===== config.mk =====
export PLATFORM = sky130hd
export DESIGN_NAME = alu_arbiter_flat
export DESIGN_NICKNAME = d
export VERILOG_FILES = /design/src/rtl/alu_pkg.sv /design/src/rtl/alu_arbiter_if.sv /design/src/rtl/alu_core.sv /design/src/rtl/bw_and.sv /design/src/rtl/bw_not.sv /design/src/rtl/bw_or.sv /design/src/rtl/bw_xor.sv /design/src/rtl/alu_arbiter.sv /design/src/flat_wrapper.sv
export SDC_FILE = /design/constraint.sdc
export NUM_CORES = 1
export LEC_CHECK = 0
export ABC_AREA = 1
export CORE_MARGIN = 2
export CORE_UTILIZATION = 60
export DETAILED_ROUTE_END_ITERATION = 8
export DONT_BUFFER_PORTS = 1
export PLACE_DENSITY = 0.82
export SETUP_SLACK_MARGIN = 0.1
export SYNTH_ARGS = -nofsm -noshare
export SYNTH_HDL_FRONTEND = slang
export SYNTH_SLANG_ARGS = --single-unit

===== constraint.sdc =====
create_clock -name clk -period 3.2 [get_ports clk]
set_input_delay 0.64 -clock clk [delete_from_list [all_inputs] [get_ports clk]]
set_output_delay 0.64 -clock clk [all_outputs]
set_load 0.02 [all_outputs]

===== src/rtl/alu_pkg.sv =====
// rtl/alu_pkg.sv - opcode constants and FSM state encodings for the ALU arbiter
package alu_pkg;

  typedef enum logic [1:0] {
    IDLE  = 2'd0,
    LATCH = 2'd1,
    EXEC  = 2'd2,
    RESP  = 2'd3
  } state_t;

  localparam logic [2:0] OP_AND    = 3'b000;
  localparam logic [2:0] OP_OR     = 3'b001;
  localparam logic [2:0] OP_NOT_A  = 3'b010;
  localparam logic [2:0] OP_XOR    = 3'b011;
  localparam logic [2:0] OP_ADD    = 3'b100;
  localparam logic [2:0] OP_SUB    = 3'b101;
  localparam logic [2:0] OP_PASS_A = 3'b110;
  localparam logic [2:0] OP_PASS_B = 3'b111;

endpackage


===== src/rtl/alu_arbiter_if.sv =====
// rtl/alu_arbiter_if.sv - two-requester ALU bus; zero/carry present only with ALU_ARB_FLAGS_EN
interface alu_arbiter_if #(
  parameter int W = 4
);

  logic         req0;
  logic         req1;
  logic [2:0]   op0;
  logic [2:0]   op1;
  logic [W-1:0] a0;
  logic [W-1:0] b0;
  logic [W-1:0] a1;
  logic [W-1:0] b1;
  logic         done0;
  logic         done1;
  logic [W-1:0] result;
  logic         busy;
  logic         gnt;

`ifdef ALU_ARB_FLAGS_EN
  logic         zero;
  logic         carry;

  modport master (
    output req0, req1, op0, op1, a0, b0, a1, b1,
    input  done0, done1, result, busy, gnt, zero, carry
  );

  modport slave (
    input  req0, req1, op0, op1, a0, b0, a1, b1,
    output done0, done1, result, busy, gnt, zero, carry
  );
`else
  modport master (
    output req0, req1, op0, op1, a0, b0, a1, b1,
    input  done0, done1, result, busy, gnt
  );

  modport slave (
    input  req0, req1, op0, op1, a0, b0, a1, b1,
    output done0, done1, result, busy, gnt
  );
`endif

endinterface


===== src/rtl/alu_core.sv =====
// rtl/alu_core.sv - combinational W-bit ALU shared by both requesters
module alu_core
  import alu_pkg::*;
#(
  parameter int W = 4
) (
  input  logic [2:0]   op,
  input  logic [W-1:0] a,
  input  logic [W-1:0] b,
  output logic [W-1:0] y,
  output logic         carry
);

  logic [W-1:0] and_y;
  logic [W-1:0] or_y;
  logic [W-1:0] xor_y;
  logic [W-1:0] not_y;
  logic [W:0]   sum;
  logic [W:0]   diff;

  bw_and #(.W(W)) u_and (.a(a), .b(b), .y(and_y));
  bw_or  #(.W(W)) u_or  (.a(a), .b(b), .y(or_y));
  bw_xor #(.W(W)) u_xor (.a(a), .b(b), .y(xor_y));
  bw_not #(.W(W)) u_not (.a(a), .y(not_y));

  // The extra top bit is the carry-out for ADD and the borrow (a < b) for SUB
  assign sum  = {1'b0, a} + {1'b0, b};
  assign diff = {1'b0, a} - {1'b0, b};

  always_comb begin
    y     = '0;
    carry = 1'b0;
    case (op)
      OP_AND:    y = and_y;
      OP_OR:     y = or_y;
      OP_NOT_A:  y = not_y;
      OP_XOR:    y = xor_y;
      OP_ADD:    {carry, y} = sum;
      OP_SUB:    {carry, y} = diff;
      OP_PASS_A: y = a;
      OP_PASS_B: y = b;
      default:   y = '0;
    endcase
  end

endmodule


===== src/rtl/bw_and.sv =====
// rtl/bw_and.sv - W-bit bitwise AND gate
module bw_and #(
  parameter int W = 4
) (
  input  logic [W-1:0] a,
  input  logic [W-1:0] b,
  output logic [W-1:0] y
);

  assign y = a & b;

endmodule


===== src/rtl/bw_not.sv =====
// rtl/bw_not.sv - W-bit bitwise inverter
module bw_not #(
  parameter int W = 4
) (
  input  logic [W-1:0] a,
  output logic [W-1:0] y
);

  assign y = ~a;

endmodule


===== src/rtl/bw_or.sv =====
// rtl/bw_or.sv - W-bit bitwise OR gate
module bw_or #(
  parameter int W = 4
) (
  input  logic [W-1:0] a,
  input  logic [W-1:0] b,
  output logic [W-1:0] y
);

  assign y = a | b;

endmodule


===== src/rtl/bw_xor.sv =====
// rtl/bw_xor.sv - W-bit bitwise XOR gate
module bw_xor #(
  parameter int W = 4
) (
  input  logic [W-1:0] a,
  input  logic [W-1:0] b,
  output logic [W-1:0] y
);

  assign y = a ^ b;

endmodule


===== src/rtl/alu_arbiter.sv =====
// rtl/alu_arbiter.sv - round-robin arbiter sharing one ALU between two requesters
// Optional zero/carry result flags are built when ALU_ARB_FLAGS_EN is defined.
module alu_arbiter
  import alu_pkg::*;
#(
  parameter int W = 4
) (
  input  logic         clk,
  input  logic         rst,
  alu_arbiter_if.slave bus
);

  state_t       state;
  state_t       state_nxt;
  logic         gnt_q;
  logic         gnt_nxt;
  logic         last_gnt_q;
  logic [2:0]   op_q;
  logic [W-1:0] a_q;
  logic [W-1:0] b_q;
  logic [W-1:0] result_q;
  logic [W-1:0] alu_y;

`ifdef ALU_ARB_FLAGS_EN
  logic         alu_carry;
  logic         zero_q;
  logic         carry_q;
`else
  logic         carry_unused;
`endif

  alu_core #(.W(W)) u_core (
    .op    (op_q),
    .a     (a_q),
    .b     (b_q),
    .y     (alu_y),
`ifdef ALU_ARB_FLAGS_EN
    .carry (alu_carry)
`else
    .carry (carry_unused)
`endif
  );

  always_comb begin
    state_nxt = state;
    gnt_nxt   = gnt_q;
    case (state)
      IDLE: begin
        if (bus.req0 || bus.req1) begin
          // On a tie the requester not served last wins; a lone request always wins
          if (bus.req0 && bus.req1) begin
            gnt_nxt = ~last_gnt_q;
          end else begin
            gnt_nxt = bus.req1;
          end
          state_nxt = LATCH;
        end
      end
      LATCH:   state_nxt = EXEC;
      EXEC:    state_nxt = RESP;
      RESP:    state_nxt = IDLE;
      default: state_nxt = IDLE;
    endcase
  end

  always_ff @(posedge clk) begin
    if (rst) begin
      state      <= IDLE;
      gnt_q      <= 1'b0;
      last_gnt_q <= 1'b1;
      op_q       <= '0;
      a_q        <= '0;
      b_q        <= '0;
      result_q   <= '0;
`ifdef ALU_ARB_FLAGS_EN
      zero_q     <= 1'b0;
      carry_q    <= 1'b0;
`endif
    end else begin
      state <= state_nxt;
      gnt_q <= gnt_nxt;
      if (state == IDLE && state_nxt == LATCH) begin
        last_gnt_q <= gnt_nxt;
      end
      // Operands are frozen here so later requester-side changes cannot leak in
      if (state == LATCH) begin
        op_q <= gnt_q ? bus.op1 : bus.op0;
        a_q  <= gnt_q ? bus.a1  : bus.a0;
        b_q  <= gnt_q ? bus.b1  : bus.b0;
      end
      if (state == EXEC) begin
        result_q <= alu_y;
`ifdef ALU_ARB_FLAGS_EN
        zero_q   <= (alu_y == '0);
        carry_q  <= alu_carry;
`endif
      end
    end
  end

  assign bus.done0  = (state == RESP) && !gnt_q;
  assign bus.done1  = (state == RESP) &&  gnt_q;
  assign bus.busy   = (state != IDLE);
  assign bus.gnt    = gnt_q;
  assign bus.result = result_q;
`ifdef ALU_ARB_FLAGS_EN
  assign bus.zero   = zero_q;
  assign bus.carry  = carry_q;
`endif

endmodule

===== src/flat_wrapper.sv =====
// flat-port wrapper written by rule: the top's interface ports become plain ports
module alu_arbiter_flat import alu_pkg::*;
#(
  parameter int W = 4
)
  (clk, rst, bus_req0, bus_req1, bus_op0, bus_op1, bus_a0, bus_b0, bus_a1, bus_b1, bus_done0, bus_done1, bus_result, bus_busy, bus_gnt);
  alu_arbiter_if #(.W(W)) bus_i ();
  input  logic clk;
  input  logic rst;
  input wire logic [$bits(bus_i.req0)-1:0] bus_req0;
  input wire logic [$bits(bus_i.req1)-1:0] bus_req1;
  input wire logic [$bits(bus_i.op0)-1:0] bus_op0;
  input wire logic [$bits(bus_i.op1)-1:0] bus_op1;
  input wire logic [$bits(bus_i.a0)-1:0] bus_a0;
  input wire logic [$bits(bus_i.b0)-1:0] bus_b0;
  input wire logic [$bits(bus_i.a1)-1:0] bus_a1;
  input wire logic [$bits(bus_i.b1)-1:0] bus_b1;
  output wire logic [$bits(bus_i.done0)-1:0] bus_done0;
  output wire logic [$bits(bus_i.done1)-1:0] bus_done1;
  output wire logic [$bits(bus_i.result)-1:0] bus_result;
  output wire logic [$bits(bus_i.busy)-1:0] bus_busy;
  output wire logic [$bits(bus_i.gnt)-1:0] bus_gnt;
  assign bus_i.req0 = bus_req0;
  assign bus_i.req1 = bus_req1;
  assign bus_i.op0 = bus_op0;
  assign bus_i.op1 = bus_op1;
  assign bus_i.a0 = bus_a0;
  assign bus_i.b0 = bus_b0;
  assign bus_i.a1 = bus_a1;
  assign bus_i.b1 = bus_b1;
  assign bus_done0 = bus_i.done0;
  assign bus_done1 = bus_i.done1;
  assign bus_result = bus_i.result;
  assign bus_busy = bus_i.busy;
  assign bus_gnt = bus_i.gnt;
  alu_arbiter #(.W(W)) u_core (.clk(clk), .rst(rst), .bus(bus_i));
endmodule

==> flow_summary_export.csv, run 1 <==
group,metric,value,unit
sta,max_slew.worst_pin.slew,701,ps
die,io-pin-count,34,
sta,clock-skew-final,1.26,ps
sta,report.final.slew_viol_count,0,
cts,cts.sinks,19,
cts,cts_buffer_depth,2,
cts,cts_buffers,3,
synthesis,yosysTopAreaCell,"dfxtp_1",
sta,fin_crit,2170,ps
cells_and_area,final_util,65.6,%
grt,overflow,0,
synthesis,synth_edf_count,0,
sta,setup_tns,0,ps
route,drc,0,
cells_and_area,final_nets,252,
route,vias_per_cell,5.67,
synthesis,yosysSeqAreaShare,25.9,%
synthesis,syn_inst,212,
grt,busiest_layer,"met2",
place,place_area,0.00147,mm2
route,drtIter0Drc,36,
worst_hold_path,holdCritStartpoint,"rst",
cells_and_area,n_fill_cell,193,
cts,cts_tree,"built",
setup_path,r2r_cells,13,
synthesis,yosys-top-cells-count,"nand2_1 (46), inv_1 (34), dfxtp_1 (19)",
synthesis,synth.top_cell.area_share,25.9,%
cts,cts.clk_slew.worst_paths,110,ps
synthesis,syn_avg_cell_area,6.94,um2
cells_and_area,syn_to_final_growth,1.45,%
die,initial_core_util,64.7,%
synthesis,yosysMostFrequentCell,"nand2_1",
worst_hold_path,min_path_cells,1,
place,hpwl,2.64,mm
synthesis,syn-num-nets,255,
place,portBuffers,0,
cts,htree_levels,1,
grt,grt_pass1_vias,1205,
cells_and_area,finish.instance_area,0.00149,mm2
die,die-area,0.00286,mm2
cts,ctsResizeCount,0,
cells_and_area,multi_input_area,901,um2
setup_path,cp.required,3410,ps
sta,fmax,0.461,GHz
route,dr.pass1.iters,4,
setup_path,rr_startpoint,"u_core.b_q[1]",
route,wl,3.34,mm
setup_path,worstSetupPathType,"reg -> reg",
setup_path,critical_path.endpoint_type,"register",
die,die_w,53.5,um
sta,hold_viol,0,
cts,cts_hold_buf,0,
synthesis,ys.flop_type,"dfxtp_1",
grt,grt_max_degree,23,
pwr,leakage,0.730,nW
grt,grt_util_met2,43.0,%
cts,cts-root-buf,"clkbuf_4",
cells_and_area,seqCellArea,380,um2
cts,post_cts_buffers,0,
setup_path,r2r-end,"u_core.bus.result[2]",
grt,met3_usage,4.24,%
synthesis,netlist_area,0.00147,mm2
route,avgRoutedWirePerCell,14.1,um
grt,grt_usage,26.0,%
setup_path,cp.arrival,2370,ps
status,status,"completed",
sta,period_share,67.7,%
setup_path,cp-start-kind,"register",
synthesis,synth_warnings,0,
die,die_h,53.5,um
sta,maxSlewHeadroom,53.3,%
route,ant_nets,0,
die,rows,17,
sta,rsz0062_at_grt,"no",
grt,met1_usage,34.8,%
place,place_congestion,0.881,
pwr,peakVddDrop,600,uV
cts,clkLatencyLatePin,300,ps
job,cap_violations,0,
cells_and_area,layout-drive-gt1-share,10.1,%
grt,antenna_found_initial,0,
setup_path,reg2reg_setup_slack,1030,ps
sta,setup_violations,0,
cells_and_area,num_antenna_cells,0,
pwr,p_per_area,971,mW/mm2
pwr,power,1.45,mW
route,dr_total_vias,1338,
die,core_region_area,0.00228,mm2
synthesis,synthArstFlopShare,0,%
setup_path,cp_max_fo,4,
synthesis,ys_seq_elements,19,
grt,grt_pass1_wl,5.42,mm
synthesis,synthTopCellsByArea,"dfxtp_1 (26%), ha_1 (14%), nand2_1 (12%), inv_1 (8.7%), nand3_1 (6.1%)",
worst_hold_path,hold_path_class,"in -> reg",
synthesis,synth_cell_type_count,31,
worst_hold_path,worstHoldEndpoint,"u_core.bus.result[2]",
-- cells by family (layout without fill, tap and decap cells) --
group                      Yosys count  count (layout)  synth area share, %
AOI/OAI and AO/OA                   36              36                 15.6
buffers and inverters               48              44                 12.9
adders and majority gates           17              17                 15.0
xor gates and xnor gates             1               1                0.595
and+or+nand+nor                     91              91                 30.0
DFF                                 19              19                 25.9
-- per-stage QoR --
stage,instances,setup WS [ps],hold slack [ps]
final,236,1030,383
after CTS,236,1060,376
after global placement,232,1110,445
after detailed placement,232,1070,493
after floorplan,212,1250,442
after global routing,236,865,367
-- report_power, final --
| part | internal (mW) | switching (mW) |
|---|---|---|
| sequential | 0.323 | 0.152 |
| combinational | 0.322 | 0.528 |
| clock | 0.0486 | 0.0763 |
-- cells in the final DEF (no fill, tap or decap), types with 2 or more instances in the layout --
cell / synthesis / routed
o211ai_1: 11 / 11
o21ai_1: 2 / 2
nand3_1: 18 / 18
clkbuf_4: 0 / 3
inv_1: 34 / 34
ha_1: 16 / 16
or2_2: 2 / 2
a21oi_1: 6 / 6
nand2_1: 46 / 46
nand3_2: 6 / 6
inv_2: 6 / 6
nand3b_1: 2 / 2
a31oi_1: 2 / 2
nand4_1: 3 / 3
o21ai_0: 6 / 6
o22ai_1: 4 / 4
nor3_1: 4 / 4
dfxtp_1: 19 / 19
nor2_1: 8 / 8
-- layer usage --
| metal | up-vias | part of all wire [%] |
|---|---|---|
| met2 | 45 | 47 |
| met3 | 4 | 4.9 |
| met4 | 0 | 1.2 |
| met5 | - | 0 |
| li1 | 685 | - |
| met1 | 604 | 47 |
-- cell type report --
class,count,area share [%]
Clock buffer,4,1.76
Tap cell,28,2.35
Multi-Input combinational cell,145,60.4
Inverter,40,10.1
Sequential cell,19,25.5
-- worst max-delay path, cell delays in order, from the launching register on --
cell	delay, ps
dfxtp_1	450
inv_1	140
ha_1	290
nand2_1	60
o21ai_0	140
fa_1	440
inv_1	60
nand2_1	50
nand3_2	70
o21ai_2	50
nor2_1	110
nand3b_2	90
nand3_2	80
a21oi_2	50
-- flip-flops by register name, summed over array words and instances, names as in the netlist --
signal and count:
u_core.state 2, u_core.last_gnt_q 1, u_core.b_q 4, u_core.a_q 4, u_core.bus.gnt 1, u_core.op_q 3
u_core.bus.result 4
-- how the worst max path moves through the flow --
stage | to | slack [ps] | start | depth (start not counted)
5_1_grt | u_core.bus.result[2] | 860 | u_core.b_q[1] | 13
2_1_floorplan | u_core.bus.result[2] | 1250 | u_core.b_q[0] | 13
6_report | u_core.bus.result[2] | 1030 | u_core.b_q[1] | 13
4_1_cts | u_core.bus.result[2] | 1060 | u_core.b_q[1] | 13
3_5_place_dp | u_core.bus.result[2] | 1070 | u_core.b_q[1] | 13
3_3_place_gp | u_core.bus.result[2] | 1110 | u_core.b_q[1] | 13
(Power assumes the default switching activity.)
==> inputs of run 2 (changes only) <==
Settings changed: CORE_UTILIZATION 60 to 56, PLACE_DENSITY 0.82 to 0.8.
Clock period 3.2 ns to 1.78 ns, I/O delays scaled along.
==> flow_summary_export.csv, run 2 (synthesis gave the netlist of run 1 again) <==
group,metric,value,unit
grt,met1_usage,29.7,%
grt,met3_usage,3.04,%
grt,grt_usage,22.9,%
setup_path,cp_max_fo,4,
setup_path,worstSetupPathType,"reg -> reg",
pwr,peakVddDrop,1160,uV
pwr,p_per_area,1780,mW/mm2
worst_hold_path,holdCritStartpoint,"rst",
die,rows,18,
setup_path,cp_slowest_cell,"dfxtp_2",
setup_path,critical_path.endpoint_type,"register",
cts,cts.sinks,19,
setup_path,cp.arrival,1990,ps
sta,rsz0062_at_grt,"yes",
die,die-area,0.00305,mm2
cts,cts.clk_slew.worst_paths,120,ps
die,die_w,55.3,um
place,place_congestion,0.878,
worst_hold_path,hold_path_class,"in -> reg",
sta,hold_viol,0,
place,hpwl,2.69,mm
cts,cts_buffer_depth,2,
route,ant_nets,0,
setup_path,r2r-end,"u_core.bus.result[2]",
cells_and_area,num_antenna_cells,0,
setup_path,rr_startpoint,"u_core.b_q[0]",
die,io-pin-count,34,
sta,period_share,99.4,%
route,wl,3.41,mm
sta,maxSlewHeadroom,75.8,%
cells_and_area,final_common_cell,"nand2_1",
pwr,leakage,0.823,nW
sta,setup_tns,0,ps
die,initial_core_util,59.4,%
sta,setup_violations,0,
route,drtIter0Drc,65,
cells_and_area,layout-drive-gt1-share,24.4,%
setup_path,cp_cell_sequence,"inv_2 > ha_4 > a21oi_2 > xor2_1 > ha_1 > inv_2 > nand2_2 > nand3_2 > o21ai_2 > nor2_1 > nand3b_2 > nand3_2 > a21oi_2",
die,die_h,55.3,um
pwr,power,3.00,mW
grt,grt_pass1_wl,5.64,mm
sta,report.final.slew_viol_count,0,
sta,fin_ws,10.0,ps
route,drc,0,
die,core_region_area,0.00248,mm2
route,avgRoutedWirePerCell,13.4,um
route,dr_total_vias,1432,
cells_and_area,final_nets,269,
worst_hold_path,min_path_cells,1,
setup_path,cp.required,2000,ps
setup_path,cpPeakStageDelay,350,ps
place,pre_cts_slack,-54.0,ps
sta,clock-skew-final,10.3,ps
grt,busiest_layer,"met2",
worst_hold_path,worstHoldEndpoint,"u_core.bus.result[2]",
place,portBuffers,0,
cts,htree_levels,1,
setup_path,reg2reg_setup_slack,10,ps
sta,fin_crit,1770,ps
cells_and_area,n_fill_cell,221,
cts,cts-root-buf,"clkbuf_4",
status,status,"completed",
cts,clkLatencyLatePin,300,ps
cts,cts_buffers,3,
cells_and_area,mostFrequentLayoutCells,"nand2_1 (44), inv_1 (30), nand3_1 (18)",
grt,grt_pass1_vias,1279,
setup_path,cp-start-kind,"register",
job,cap_violations,0,
setup_path,r2r_cells,13,
sta,fmax,0.565,GHz
grt,overflow,0,
grt,grt_util_met2,38.4,%
sta,max_slew.worst_pin.slew,362,ps
cells_and_area,syn_to_final_growth,14.7,%
grt,antenna_found_initial,0,
grt,grt_max_degree,23,
route,dr.pass1.iters,4,
route,vias_per_cell,5.62,
cts,cts_tree,"built",
run 2: cell count changes in the layout (fill, tap and decap cells not counted), moves of 2 or more:
cell	before	now
buf_4	0	17
dfxtp_1	19	15
inv_1	34	30
dfxtp_2	0	3
inv_2	6	9
nand2_1	46	44
o21ai_0	6	4
run 2: layout make-up:
class | count | area, um2 | area share (%)
Tap cell | 30 | 37.5 | 2.22
Inverter | 40 | 153 | 9.04
Clock inverter | 1 | 5.00 | 0.297
Timing Repair Buffer | 17 | 128 | 7.56
Clock buffer | 3 | 22.5 | 1.33
Sequential cell | 19 | 388 | 23.0
Multi-Input combinational cell | 145 | 955 | 56.6
run 2: what timing repair did:
item	CTS	global route
hold endpoints to repair	0	0
hold buffers	0	0
pin swaps	5	3
resized for setup	2	8
buffers inserted	2	0
endpoints found under the setup margin	3	6
run 2: worst max-delay path by stage:
stage / start / endpoint / slack, ps / cells after the start
3_3_place_gp: u_core.op_q[2] / u_core.bus.result[2] / 30 / 13
3_5_place_dp: u_core.op_q[2] / u_core.bus.result[2] / -50 / 13
6_report: u_core.b_q[0] / u_core.bus.result[2] / 10 / 13
2_1_floorplan: u_core.op_q[1] / u_core.bus.result[2] / 50 / 13
4_1_cts: u_core.b_q[0] / u_core.bus.result[2] / 10 / 13
5_1_grt: u_core.b_q[0] / u_core.bus.result[3] / -120 / 13
run 2: stage by stage:
stage / instance area, um2 / std cells / utilization [%] / hold slack [ps]
2_1_floorplan: 1500 / 212 / - / 442
3_3_place_gp: 1610 / 249 / 65.1 / 420
3_5_place_dp: 1610 / 249 / 65.1 / 422
4_1_cts: 1660 / 255 / 66.9 / 87.8
5_1_grt: 1690 / 255 / 68.1 / 65.7
6_report: 1690 / 255 / 68.1 / 92.5
run 2: layer usage:
| metal | part of all wire [%] | wire, um |
|---|---|---|
| met1 | 45 | 1550 |
| met2 | 47 | 1590 |
| met3 | 5.7 | 193 |
| met4 | 2.3 | 80 |
| met5 | 0 | 0 |
run 2: report_power, final:
group	switching (mW)	leakage (nW)	total, mW	internal (mW)
Clock	0.139	0.0177	0.222	0.0838
Sequential	0.178	0.158	0.770	0.592
Combinational	1.18	0.648	2.01	0.829
Total	1.50	0.823	3.00	1.51
run 2: worst max-delay path, delay by kind of cell, from the launching register on:
kind	cells	cell delay (ps)
adder cells (fa/ha/maj)	2	440
AND/OR/NAND/NOR	5	400
flip-flops	1	350
AO/OA/AOI/OAI	3	200
buffers and inverters	2	150
XOR/XNOR	1	150
